==> config.mk <==
export PLATFORM = sky130hd
export DESIGN_NAME = led_pwm_driver
export DESIGN_NICKNAME = d
export VERILOG_FILES = /design/src/rtl/led_pkg.sv /design/src/rtl/led_pwm_channel.sv /design/src/rtl/led_pwm_driver.sv
export SDC_FILE = /design/constraint.sdc
export NUM_CORES = 1
export LEC_CHECK = 0
export CORE_MARGIN = 5
export CORE_UTILIZATION = 35
export DETAILED_ROUTE_END_ITERATION = 7
export SYNTH_ARGS = -nofsm -noshare
export SYNTH_HDL_FRONTEND = slang
export SYNTH_HIERARCHICAL = 1
export SYNTH_SLANG_ARGS = --single-unit
==> constraint.sdc <==
create_clock -name clk -period 2.3 [get_ports clk]
set_input_delay 0.69 -clock clk [delete_from_list [all_inputs] [get_ports clk]]
set_output_delay 0.69 -clock clk [all_outputs]
set_load 0.02 [all_outputs]
==> src/rtl/led_pkg.sv <==
// Shared definitions for the LED PWM driver.
//   LED_NUM_DEFAULT / LED_PWM_BITS_DEFAULT : default channel count and duty width
//   duty_t                                 : duty value at the default width
//   led_gamma()                            : square-law brightness curve, used when
//                                            the design is built with LED_GAMMA_EN
package led_pkg;

   localparam int LED_NUM_DEFAULT      = 8;
   localparam int LED_PWM_BITS_DEFAULT = 8;
   localparam int LED_MAX_BITS         = 16;

   typedef logic [LED_PWM_BITS_DEFAULT-1:0] duty_t;

   // f(d) = (d*d) >> bits, with full scale mapped to full scale so that a
   // maximum duty request stays at maximum brightness.
   // d is zero-extended into the 16-bit argument; bits is the live duty width.
   function automatic logic [LED_MAX_BITS-1:0] led_gamma(
      input logic [LED_MAX_BITS-1:0] d,
      input int unsigned             bits
   );
      logic [2*LED_MAX_BITS-1:0] prod;
      logic [LED_MAX_BITS-1:0]   full;
      full = LED_MAX_BITS'((32'd1 << bits) - 32'd1);
      prod = {{LED_MAX_BITS{1'b0}}, d} * {{LED_MAX_BITS{1'b0}}, d};
      if (d == full) begin
         return full;
      end
      return LED_MAX_BITS'(prod >> bits);
   endfunction

endpackage

==> src/rtl/led_pwm_channel.sv <==
// One PWM channel: shadow duty register (host-written), active duty register
// (loaded only at the period boundary) and the registered LED output.
// Optional macro LED_GAMMA_EN: active <= led_gamma(shadow) instead of shadow.
// Ports:
//   clk, rst   clock, synchronous active-high reset
//   wr_stb     load shadow from wr_duty
//   wr_duty    duty value to store
//   boundary   last tick of the PWM period; shadow -> active
//   pwm_cnt    shared PWM counter
//   en         global output enable
//   led        registered PWM output
module led_pwm_channel
   import led_pkg::*;
#(
   parameter int PWM_BITS = LED_PWM_BITS_DEFAULT
) (
   input  logic                clk,
   input  logic                rst,
   input  logic                wr_stb,
   input  logic [PWM_BITS-1:0] wr_duty,
   input  logic                boundary,
   input  logic [PWM_BITS-1:0] pwm_cnt,
   input  logic                en,
   output logic                led
);

   logic [PWM_BITS-1:0] shadow;
   logic [PWM_BITS-1:0] active;
   logic [PWM_BITS-1:0] next_active;

`ifdef LED_GAMMA_EN
   always_comb begin
      next_active = PWM_BITS'(led_gamma(LED_MAX_BITS'(shadow), int unsigned'(PWM_BITS)));
   end
`else
   always_comb begin
      next_active = shadow;
   end
`endif

   // Active only changes at the boundary, so a period already in progress is
   // never cut short or stretched by a host write.
   always_ff @(posedge clk) begin
      if (rst) begin
         shadow <= '0;
         active <= '0;
         led    <= 1'b0;
      end else begin
         if (wr_stb) begin
            shadow <= wr_duty;
         end
         if (boundary) begin
            active <= next_active;
         end
         led <= en && (pwm_cnt < active);
      end
   end

endmodule

==> src/rtl/led_pwm_driver.sv <==
// Multi-channel LED brightness driver feeding the LED output IOBs.
// Host writes per-channel duty over a valid/ready port; each channel emits
// glitch-free PWM. Period = 2**PWM_BITS ticks, one tick every PRESCALE clocks.
// Optional macro LED_GAMMA_EN: applies a square-law curve to duty values.
// Ports:
//   clk, rst      clock, synchronous active-high reset
//   wr_valid      duty write request
//   wr_ready      write accept; low in reset and in the period-boundary cycle
//   wr_addr       channel index (indices >= NUM_LEDS are accepted and dropped)
//   wr_duty       requested duty
//   en            global output enable
//   leds          registered PWM outputs
//   period_start  one-cycle pulse aligned with pwm_cnt wrapping to 0
module led_pwm_driver
   import led_pkg::*;
#(
   parameter  int NUM_LEDS = LED_NUM_DEFAULT,
   parameter  int PWM_BITS = LED_PWM_BITS_DEFAULT,
   parameter  int PRESCALE = 64,
   localparam int AW       = (NUM_LEDS > 1) ? $clog2(NUM_LEDS) : 1
) (
   input  logic                clk,
   input  logic                rst,
   input  logic                wr_valid,
   output logic                wr_ready,
   input  logic [AW-1:0]       wr_addr,
   input  logic [PWM_BITS-1:0] wr_duty,
   input  logic                en,
   output logic [NUM_LEDS-1:0] leds,
   output logic                period_start
);

   localparam int               PS_W    = (PRESCALE > 1) ? $clog2(PRESCALE) : 1;
   localparam logic [PS_W-1:0]  PS_LAST = PS_W'(PRESCALE - 1);

   logic [PS_W-1:0]     prescaler;
   logic [PWM_BITS-1:0] pwm_cnt;
   logic                tick;
   logic                boundary;
   logic                wr_fire;
   logic                addr_ok;
   logic [NUM_LEDS-1:0] wr_stb;

   assign tick     = (prescaler == PS_LAST);
   assign boundary = tick && (pwm_cnt == '1);

   // Stalling writes during the boundary keeps a write from landing in the
   // same cycle that shadow is copied to active.
   assign wr_ready = !rst && !boundary;
   assign wr_fire  = wr_valid && wr_ready;
   assign addr_ok  = (int'(wr_addr) < NUM_LEDS);

   always_ff @(posedge clk) begin
      if (rst) begin
         prescaler    <= '0;
         pwm_cnt      <= '0;
         period_start <= 1'b0;
      end else begin
         prescaler    <= tick ? '0 : prescaler + 1'b1;
         if (tick) begin
            pwm_cnt <= pwm_cnt + 1'b1;
         end
         period_start <= boundary;
      end
   end

   for (genvar i = 0; i < NUM_LEDS; i++) begin : g_ch
      assign wr_stb[i] = wr_fire && addr_ok && (wr_addr == AW'(i));

      led_pwm_channel #(
         .PWM_BITS (PWM_BITS)
      ) u_ch (
         .clk      (clk),
         .rst      (rst),
         .wr_stb   (wr_stb[i]),
         .wr_duty  (wr_duty),
         .boundary (boundary),
         .pwm_cnt  (pwm_cnt),
         .en       (en),
         .led      (leds[i])
      );
   end

endmodule

==> out/qor.yml <==
global_routing:
  track_usage: 0.1467
  grt_pass1_vias: 4683
  grt_pass1_wl_mm: 25.10
  grt_max_degree: 68
  grt-ovfl-total: 0
  antenna_found_initial: 0
synthesis:
  synth_compound_area_frac: 0.07405
  synth_adder_area_share: 0.1058
  syn_area_per_cell_um2: 9.800
  synth_cell_types: 35
  yosys.area_share.simple: 0.1289
  netlist_instances: 700
  ys_ff_latch: 151
  synth_warnings: 6
  synthMuxAreaShare: 0.1900
  synth_area_um2: 6860
  yosys.area_share.xor_xnor: 0.003830
  synth_top_family_by_area: "multiplexers"
  synth_top_flop_cell: "dfxtp_1"
  async_flop_share: 0
  synth-edff-count: 0
  syn_nets: 773
  synth_seq_area_share: 0.4406
floorplanning:
  die_x_um: 150.0
  start_util: 0.3537
  ioPinCount: 25
  dieHeight_um: 150.0
  core_um2: 19400
  num_rows: 51
  die-area_um2: 22500
drt:
  num_vias: 4847
  vias_per_cell: 4.752
  drc_errors: 0
  firstDrtPassIters: 4
  drtIter0Drc: 297
  ant_nets: 0
  post_drt_wl_per_cell_um: 15.25
  routed_wirelength_mm: 15.56
power_and_ir_drop:
  pwr-share-comb: 0.035
  power_density_nw_per_um2: 672.3
  p_switching_uw: 1175
  internal-power_uw: 4312
  power.total_uw: 5487
  clockPowerShare: 0.482
  p_seq_frac: 0.483
  swShare: 0.2141
  power_leakage_uw: 0.002795
  vdd_ir_drop_max_v: 0.0005481
clock_network:
  cts_buffers: 17
  clockBufferDepth: 2
  ctsHoldBuffers: 0
  cts_setup_buffers: 0
  clkLatencyLatePin_ns: 0.42
  cts_root_buf: "clkbuf_16"
  htreeDepth: 4
  clk_pin_slew_ns: 0.06
  cts_num_sinks: 151
  cts_tree: "built"
timing:
  finClkSkew_ns: 0.01084
  hold_viol: 0
  min_period_over_period: 0.9958
  tightest_slew_ns: 0.6079
  rsz0062_at_grt: "true"
  final-setup-viol-count: 0
  fin_hold_ws_ns: 0.4830
  fin_crit_ns: 2.290
  relSlewSlack: 0.5934
  max_freq_ghz: 0.4366
  slew_viol_final: 0
worst_setup_path:
  cp_slowest_cell: "dfxtp_2"
  worstPathArrival_ns: 1.60
  crit_chain: "ha_4, nand3_4, nor4_4, buf_4, nor2_2, buf_6"
  critPathLaunchType: "flop"
  critPathKind: "reg2out"
  worst_path_largest_cell_delay_ns: 0.35
  required_ns: 1.61
  path_max_fanout: 2
  crit_path_end_kind: "output port"
  rr_worst_depth: 8
cells_and_area:
  fillers: 1940
  layout_common_cells: "dfxtp_1, nor2_1, mux2i_1"
  fin_nets: 816
  multi_input_area_um2: 3488
  seqCellArea_um2: 3028
  area_delta_synth_final_pct: 18.97
  antenna-diode-count: 0
  mostFrequentLayoutCell: "dfxtp_1"
  drive_gt1_frac: 0.1126
placed_design:
  dpl.hpwl_mm: 9.965
  numPortBuffers: 24
  gp_congestion: 0.7420
run:
  cap_violations: 0
outcome:
  status: "complete, no violations"
hold_path:
  min_path_type: "reg2reg"
  holdPathStages: 2
-- layer usage --
layer | up-vias | GRT usage | share of wire | wire [um]
met4 | 0 | 0.05352 | 0.012 | 181
met3 | 15 | 0.02938 | 0.021 | 328
met5 | - | 0 | 0 | 0
li1 | 2491 | - | - | -
met1 | 2299 | 0.2034 | 0.52 | 8026
met2 | 42 | 0.2262 | 0.45 | 7020
-- power groups by stage --
stage,clock [uW],sequential (uW),combinational [uW]
finish,2650,2650,193
global route,2810,2650,211
CTS,2720,2650,196
detailed placement,0,2700,193
global placement,0,2700,193
floorplan,0,2700,92.0
-- flip-flops by register name, summed over array words and instances, names as in the netlist --
register,count
pwm_cnt,8
period_start,1
g_ch.u_ch/next_active,64
g_ch.u_ch/active,64
g_ch.u_ch/led,8
prescaler,6
-- layout make-up --
cell class | count | share of cell area
inverters | 60 | 0.02759
well taps | 265 | 0.04063
repair buffers | 60 | 0.06531
clock buffers | 21 | 0.05519
multi-input cells | 453 | 0.4274
flip-flops and latches | 151 | 0.3710
clock inverters | 10 | 0.01288
-- path summary, 6_finish.rpt --
path,start,to,slack (ns)
worst max-delay path,prescaler[0]$_SDFF_PP0_,wr_ready,0.01
worst min-delay path,g_ch[0].u_ch/active[0]$_SDFFE_PP0P_,g_ch[0].u_ch/active[0]$_SDFFE_PP0P_,0.48
worst max register to register,prescaler[0]$_SDFF_PP0_,g_ch[1].u_ch/active[1]$_SDFFE_PP0P_,0.19
worst min register to register,g_ch[0].u_ch/active[0]$_SDFFE_PP0P_,g_ch[0].u_ch/active[0]$_SDFFE_PP0P_,0.48
-- per-stage QoR --
| step | cell area, um2 | setup slack, ns | std cells | setup TNS, ns | utilization |
|---|---|---|---|---|---|
| CTS | 8149 | -0.03394 | 1020 | -0.03394 | 0.4201 |
| global placement | 7555 | -0.1427 | 989 | -3.074 | 0.3894 |
| finish | 8162 | 0.009709 | 1020 | 0 | 0.4207 |
| floorplan | 6860 | 0.1378 | 700 | 0 | - |
| global route | 8162 | -0.06661 | 1020 | -0.06661 | 0.4207 |
| detailed placement | 7555 | -0.1655 | 989 | -4.137 | 0.3894 |
-- cells in the mapped netlist (all sizes together) (7+ instances only) --
| cell type | count | area share |
|---|---|---|
| dfxtp | 151 | 0.44 |
| mux2i | 128 | 0.19 |
| inv | 60 | 0.033 |
| nor3 | 8 | 0.0058 |
| buf | 18 | 0.014 |
| clkbuf | 18 | 0.0098 |
| nor2 | 138 | 0.076 |
| o21a | 8 | 0.0088 |
| a31oi | 8 | 0.0073 |
| ha | 58 | 0.11 |
| or3b | 9 | 0.011 |
| o2111ai | 8 | 0.010 |
| a21oi | 7 | 0.0051 |
| nand2 | 14 | 0.0077 |
| a2111oi | 8 | 0.018 |
| o211ai | 8 | 0.0088 |
| a211oi | 8 | 0.0088 |
| nand2b | 9 | 0.0082 |
-- critical path: cells and delay by family (launching register included) --
family | cells | cell delay (ns)
fa+ha+maj | 1 | 0.15
simple gates | 3 | 0.41
buf+inv | 2 | 0.28
flops | 1 | 0.35
-- cell families after synthesis --
family                   Yosys count
AND/OR/NAND/NOR                  199
flip-flops                       151
adder cells (fa/ha/maj)           58
multiplexers                     130
buffers and inverters             96
AO/OA/AOI/OAI                     63
XOR/XNOR                           3
-- repair_timing --
action / 4_1_cts / 5_1_grt
endpoints found under the setup margin: 2 / 6
pin swaps: 3 / 1
gates resized for setup: 14 / 6
No activity file was read; power rests on OpenSTA's default activity.
